File: src/rtl/address_arbiter_if.sv
// Handshake bundle between the address sources, the arbiter and the downstream sink.
interface address_arbiter_if #(
  parameter int ARRAY_SIZE = 9,
  parameter int ADDR_W     = 14,
  parameter int NUM_SRC    = 3
);
  localparam int BUS_W = ADDR_W * ARRAY_SIZE;
  localparam int SEL_W = (NUM_SRC > 1) ? $clog2(NUM_SRC) : 1;

  logic [NUM_SRC-1:0]       src_valid;
  logic [NUM_SRC*BUS_W-1:0] src_addr;
  logic [NUM_SRC-1:0]       src_last;
  logic [NUM_SRC-1:0]       src_ready;
  logic                     mode;
  logic [SEL_W-1:0]         sel;
  logic                     out_valid;
  logic [BUS_W-1:0]         out_addr;
  logic [SEL_W-1:0]         out_src;
  logic                     out_ready;
  logic                     busy;

  // Arbiter side.
  modport slave (
    input  src_valid, src_addr, src_last, mode, sel, out_ready,
    output src_ready, out_valid, out_addr, out_src, busy
  );

  // Source/sink side.
  modport master (
    output src_valid, src_addr, src_last, mode, sel, out_ready,
    input  src_ready, out_valid, out_addr, out_src, busy
  );
endinterface

File: src/rtl/address_arbiter.sv
// Burst-locked address arbiter: manual or round-robin source selection feeding a
// single registered output stage that honours downstream backpressure.
module address_arbiter #(
  parameter int ARRAY_SIZE = 9,
  parameter int ADDR_W     = 14,
  parameter int NUM_SRC    = 3
) (
  input  logic             clk,
  input  logic             reset,
  address_arbiter_if.slave bus
);
  localparam int BUS_W = ADDR_W * ARRAY_SIZE;
  localparam int SEL_W = (NUM_SRC > 1) ? $clog2(NUM_SRC) : 1;

  localparam logic [0:0] IDLE   = 1'b0;
  localparam logic [0:0] LOCKED = 1'b1;

  localparam logic [SEL_W-1:0] LAST_SRC    = SEL_W'(NUM_SRC - 1);
  localparam logic [SEL_W:0]   NUM_SRC_EXT = (SEL_W + 1)'(NUM_SRC);

  logic [0:0]         state;
  logic [SEL_W-1:0]   grant;
  logic [SEL_W-1:0]   last_grant;
  logic               out_valid_q;
  logic [BUS_W-1:0]   out_addr_q;
  logic [SEL_W-1:0]   out_src_q;

  logic               sel_ok;
  logic               req_found;
  logic [SEL_W-1:0]   req_idx;
  logic [SEL_W-1:0]   rr_cand;

  logic [BUS_W-1:0]   grant_addr;
  logic               grant_valid;
  logic               grant_last;
  logic               out_free;
  logic               xfer;
  logic [NUM_SRC-1:0] src_ready;

  function automatic logic [SEL_W-1:0] next_src(input logic [SEL_W-1:0] idx);
    return (idx == LAST_SRC) ? '0 : idx + 1'b1;
  endfunction

  // Candidate grant for the IDLE state; only consumed there, so mode and sel
  // changes while a grant is locked have no effect.
  always_comb begin
    // NOTE: every combinational output gets a default first so no path infers a latch.
    req_found = 1'b0;
    req_idx   = '0;
    rr_cand   = next_src(last_grant);
    sel_ok    = ({1'b0, bus.sel} < NUM_SRC_EXT);
    if (bus.mode) begin
      for (int k = 0; k < NUM_SRC; k++) begin
        if (!req_found && bus.src_valid[rr_cand]) begin
          req_found = 1'b1;
          req_idx   = rr_cand;
        end
        rr_cand = next_src(rr_cand);
      end
    end else if (sel_ok && bus.src_valid[bus.sel]) begin
      req_found = 1'b1;
      req_idx   = bus.sel;
    end
  end

  // Route the granted source and raise its ready while the output slot can take a beat.
  always_comb begin
    grant_addr  = '0;
    grant_valid = 1'b0;
    grant_last  = 1'b0;
    src_ready   = '0;
    out_free    = !out_valid_q || bus.out_ready;
    for (int i = 0; i < NUM_SRC; i++) begin
      if (grant == SEL_W'(i)) begin
        grant_addr   = bus.src_addr[i*BUS_W +: BUS_W];
        grant_valid  = bus.src_valid[i];
        grant_last   = bus.src_last[i];
        src_ready[i] = (state == LOCKED) && out_free;
      end
    end
  end

  assign xfer = (state == LOCKED) && out_free && grant_valid;

  // Only a beat carrying src_last releases the grant; a gap in src_valid keeps it.
  // NOTE: asynchronous reset clears all state here; nothing is left to power-up values.
  always_ff @(posedge clk or posedge reset) begin
    if (reset) begin
      state      <= IDLE;
      grant      <= '0;
      last_grant <= LAST_SRC;
    end else begin
      // NOTE: non-blocking assignments so every register sees pre-edge values.
      case (state)
        IDLE: begin
          if (req_found) begin
            grant <= req_idx;
            state <= LOCKED;
          end
        end
        LOCKED: begin
          if (xfer && grant_last) begin
            last_grant <= grant;
            state      <= IDLE;
          end
        end
        default: state <= IDLE;
      endcase
    end
  end

  // Output stage: loads on a transfer, holds under backpressure, and drops valid
  // (keeping the last address/source) once the sink has taken it.
  always_ff @(posedge clk or posedge reset) begin
    if (reset) begin
      out_valid_q <= 1'b0;
      out_addr_q  <= '0;
      out_src_q   <= '0;
    end else if (xfer) begin
      out_valid_q <= 1'b1;
      out_addr_q  <= grant_addr;
      out_src_q   <= grant;
    end else if (bus.out_ready) begin
      out_valid_q <= 1'b0;
    end
  end

  assign bus.src_ready = src_ready;
  assign bus.out_valid = out_valid_q;
  assign bus.out_addr  = out_addr_q;
  assign bus.out_src   = out_src_q;
  assign bus.busy      = (state == LOCKED);
endmodule

File: src/flat_wrapper.sv
// flat-port wrapper written by rule: the top's interface ports become plain ports
module address_arbiter_flat 
#(
  parameter int ARRAY_SIZE = 9,
  parameter int ADDR_W     = 14,
  parameter int NUM_SRC    = 3
)
  (clk, reset, bus_src_valid, bus_src_addr, bus_src_last, bus_mode, bus_sel, bus_out_ready, bus_src_ready, bus_out_valid, bus_out_addr, bus_out_src, bus_busy);
  address_arbiter_if #(.ARRAY_SIZE(ARRAY_SIZE), .ADDR_W(ADDR_W), .NUM_SRC(NUM_SRC)) bus_i ();
  input  logic clk;
  input  logic reset;
  input wire logic [$bits(bus_i.src_valid)-1:0] bus_src_valid;
  input wire logic [$bits(bus_i.src_addr)-1:0] bus_src_addr;
  input wire logic [$bits(bus_i.src_last)-1:0] bus_src_last;
  input wire logic [$bits(bus_i.mode)-1:0] bus_mode;
  input wire logic [$bits(bus_i.sel)-1:0] bus_sel;
  input wire logic [$bits(bus_i.out_ready)-1:0] bus_out_ready;
  output wire logic [$bits(bus_i.src_ready)-1:0] bus_src_ready;
  output wire logic [$bits(bus_i.out_valid)-1:0] bus_out_valid;
  output wire logic [$bits(bus_i.out_addr)-1:0] bus_out_addr;
  output wire logic [$bits(bus_i.out_src)-1:0] bus_out_src;
  output wire logic [$bits(bus_i.busy)-1:0] bus_busy;
  assign bus_i.src_valid = bus_src_valid;
  assign bus_i.src_addr = bus_src_addr;
  assign bus_i.src_last = bus_src_last;
  assign bus_i.mode = bus_mode;
  assign bus_i.sel = bus_sel;
  assign bus_i.out_ready = bus_out_ready;
  assign bus_src_ready = bus_i.src_ready;
  assign bus_out_valid = bus_i.out_valid;
  assign bus_out_addr = bus_i.out_addr;
  assign bus_out_src = bus_i.out_src;
  assign bus_busy = bus_i.busy;
  address_arbiter #(.ARRAY_SIZE(ARRAY_SIZE), .ADDR_W(ADDR_W), .NUM_SRC(NUM_SRC)) u_core (.clk(clk), .reset(reset), .bus(bus_i));
endmodule
File: config.mk
export PLATFORM = sky130hd
export DESIGN_NAME = address_arbiter_flat
export DESIGN_NICKNAME = d
export VERILOG_FILES = /design/src/rtl/address_arbiter_if.sv /design/src/rtl/address_arbiter.sv /design/src/flat_wrapper.sv
export SDC_FILE = /design/constraint.sdc
export NUM_CORES = 1
export LEC_CHECK = 0
export ABC_AREA = 1
export CORE_AREA = 2 2 205 207
export CTS_BUF_LIST = sky130_fd_sc_hd__clkbuf_4 sky130_fd_sc_hd__clkbuf_8
export DETAILED_ROUTE_END_ITERATION = 8
export DIE_AREA = 0 0 207 209
export PLACE_DENSITY = 0.54
export SYNTH_ARGS = -nofsm -noshare
export SYNTH_HDL_FRONTEND = slang
export SYNTH_SLANG_ARGS = --single-unit
File: constraint.sdc
create_clock -name clk -period 10.3 [get_ports clk]
set_input_delay 1.03 -clock clk [delete_from_list [all_inputs] [get_ports clk]]
set_output_delay 1.03 -clock clk [all_outputs]
set_load 0.005 [all_outputs]
==> flow_summary.ini <==
[logic_synthesis]
synth_area_leader_cell = dfrtp_1
syn_area_per_cell_um2 = 8.602
yosys_most_used_dff = dfrtp_1
synth-seq-cells = 134
yosysSeqAreaShare = 0.4202
yosysTopAreaCellShare = 0.4169
yosys_warnings = 0
async_flop_share = 1.000
synth_cells = 928
synth_fp_nets = 1318
yosysUniqueCellTypes = 21
synth_area_leaders = dfrtp_1, a41oi_2, nand2_1
syn_area_um2 = 7983
synth-edff-count = 0

[final_layout]
drive_gt1_frac = 0.1106
final_common_cell = clkdlybuf4s50_1
most-common-layout-cells = clkdlybuf4s50_1, nand2_1, nor2_1
syn_to_final_growth_pct = 74.55
nFillCells = 4402
antennaDiodeCount = 0
multi_input_area_um2 = 4163
nets = 1798
seq_area_um2 = 3354

[grt]
grt_pass1_wl_mm = 52.50
grt_util_all_layers = 0.1552
grt_max_degree = 99
antenna_found_initial = 0
grt_pass1_vias = 9018
overflow = 0

[route]
ant_nets = 0
met1_length_mm = 14.31
vias = 8551
wirelength_mm = 34.32
drt_iter0_markers = 483
wl_per_cell_um = 17.53
drt-pass1-iter-count = 4
viasPerCell = 4.367
met3_length_mm = 2.551
wl_met2_mm = 16.84
top_layer_used = met4
drc = 0

[worst_setup_path]
setup.worst_path.start = bus_out_ready
rrSetupSlack_ns = 7.35
cp-end-kind = register
crit_chain = clkdlybuf4s50_1 > o21ai_1 > a21oi_2 > nand2_2 > inv_8 > buf_4 > nor2_1 > a41oi_2
criticalPathCategory = primary input to register
startpoint_type = primary input
r2r-end = u_core.bus.out_addr[8]
arrival_ns = 3.85
reg2reg_from = u_core.grant[1]
required_ns = 10.68
cp_max_fo = 98
slowest_delay_ns = 0.91
reg2regPathDepth = 8
crit_slowest_cell = buf_4

[cts]
worstSkewPairLatency_ns = 0.47
ctsHoldBuffers = 0
cts_root_buf = clkbuf_8
numCtsBuffers = 17
clock_path_buffers = 2
clk_pin_slew_worst_paths_ns = 0.09
cts_tree = done
cts.htree.levels = 4
cts_setup_buffers = 0
clock-sinks = 134
cts_repair_resize_count = 0

[die]
initial_core_util = 0.1933
die_w_um = 207
die_h_um = 209
dieArea_um2 = 43260
num_rows = 75
io-pin-count = 523
core-area_um2 = 41290

[pwr]
p_leak_nw = 4.997
power.total_mw = 3.722
power.density_nw_per_um2 = 267.1
peakVddDrop_mv = 0.1727

[worst_hold_path]
hold_depth = 2
holdPathEnd = u_core.bus.out_src[0]
hold_class = register to register
worstHoldStart = u_core.bus.out_src[0]

[flow_run]
maxCapViolCount = 0

[placement]
place_congestion = 0.7822
preCtsSetupSlack_ns = 6.400
portBuffers = 522
hpwl_mm = 24.54

[timing]
fin_setup_tns_ns = 0
worst_slack_ns = 6.837
skew_ns = 0.01085
fmax_ghz = 0.2888
hold_viol_final = 0
period_needed_ns = 3.463
grt_setup_unrepaired = false
min_period_over_period = 0.3362
max_slew_margin = 0.2864
finalSetupViolCount = 0
worst_pin_slew_ns = 1.070
slew_violations = 0

[status]
status = finished clean
worst max-delay path: cells and delay by family:
kind | cells | cell delay, ns
buffers and inverters | 3 | 1.86
AND/OR/NAND/NOR | 2 | 0.26
AO/OA/AOI/OAI | 3 | 0.47
through the flow:
| stage | hold WS (ns) | util | instance area, µm² | instances |
|---|---|---|---|---|
| 2_1_floorplan | 0.4763 | - | 7983 | 928 |
| 3_3_place_gp | 0.4925 | 0.3284 | 13560 | 1928 |
| 3_5_place_dp | 0.4996 | 0.3284 | 13560 | 1928 |
| 4_1_cts | 0.5210 | 0.3375 | 13930 | 1958 |
| 5_1_grt | 0.5636 | 0.3375 | 13930 | 1958 |
| 6_report | 0.5180 | 0.3375 | 13930 | 1958 |
sequential cells by signal (all words and copies together) (netlist names):
| name | cells |
|---|---|
| u_core.bus.busy | 1 |
| u_core.bus.out_addr | 126 |
| u_core.grant | 2 |
| u_core.bus.out_valid | 1 |
| u_core.last_grant | 2 |
| u_core.bus.out_src | 2 |
kinds of logic after synthesis:
group / count (synthesis) / synth area share
AO/OA/AOI/OAI: 138 / 0.2500
AND/OR/NAND/NOR: 569 / 0.2708
flip-flops: 134 / 0.4202
buffers and inverters: 87 / 0.05893
layout make-up:
class                   count  area share
repair buffers            529      0.3788
multi-input cells         707      0.2988
flip-flops and latches    134      0.2408
well taps                 539     0.04840
clock buffers              21     0.01940
clock inverters             9    0.007543
inverters                  19    0.006376
power breakdown:
part | leakage (nW) | switching (mW) | internal, mW
clock | 0.184 | 0.236 | 0.225
combinational | 3.29 | 1.20 | 1.08
sequential | 1.52 | 0.166 | 0.815
total | 5.00 | 1.60 | 2.12
how the worst max path moves through the flow:
stage | end | slack [ns] | depth (start not counted)
after global routing | u_core.bus.out_addr[8] | 6.67 | 8
after CTS | bus_src_ready[0] | 6.93 | 4
after detailed placement | u_core.bus.out_addr[104] | 6.40 | 7
after global placement | u_core.bus.out_addr[104] | 6.45 | 7
final | u_core.bus.out_addr[8] | 6.84 | 8
after floorplan | u_core.bus.busy | 5.69 | 1
layer usage:
layer  GRT usage  up-vias
met2      0.2671      353
met3     0.05215       28
li1            -     4083
met4     0.04532        0
met5           0        -
met1      0.1831     4087
synth_stat cells (3+ instances only):
library cell  instances
dfrtp_1             133
inv_2                 4
a41oi_1              16
clkbuf_1             32
buf_6                11
nand2_1             414
o21ai_1               3
nand3_1              10
nor2_1              139
buf_4                12
inv_1                15
a41oi_2             110
buf_2                13
o21ai_0               7
Note: power is estimated with default switching activity, not from simulation.
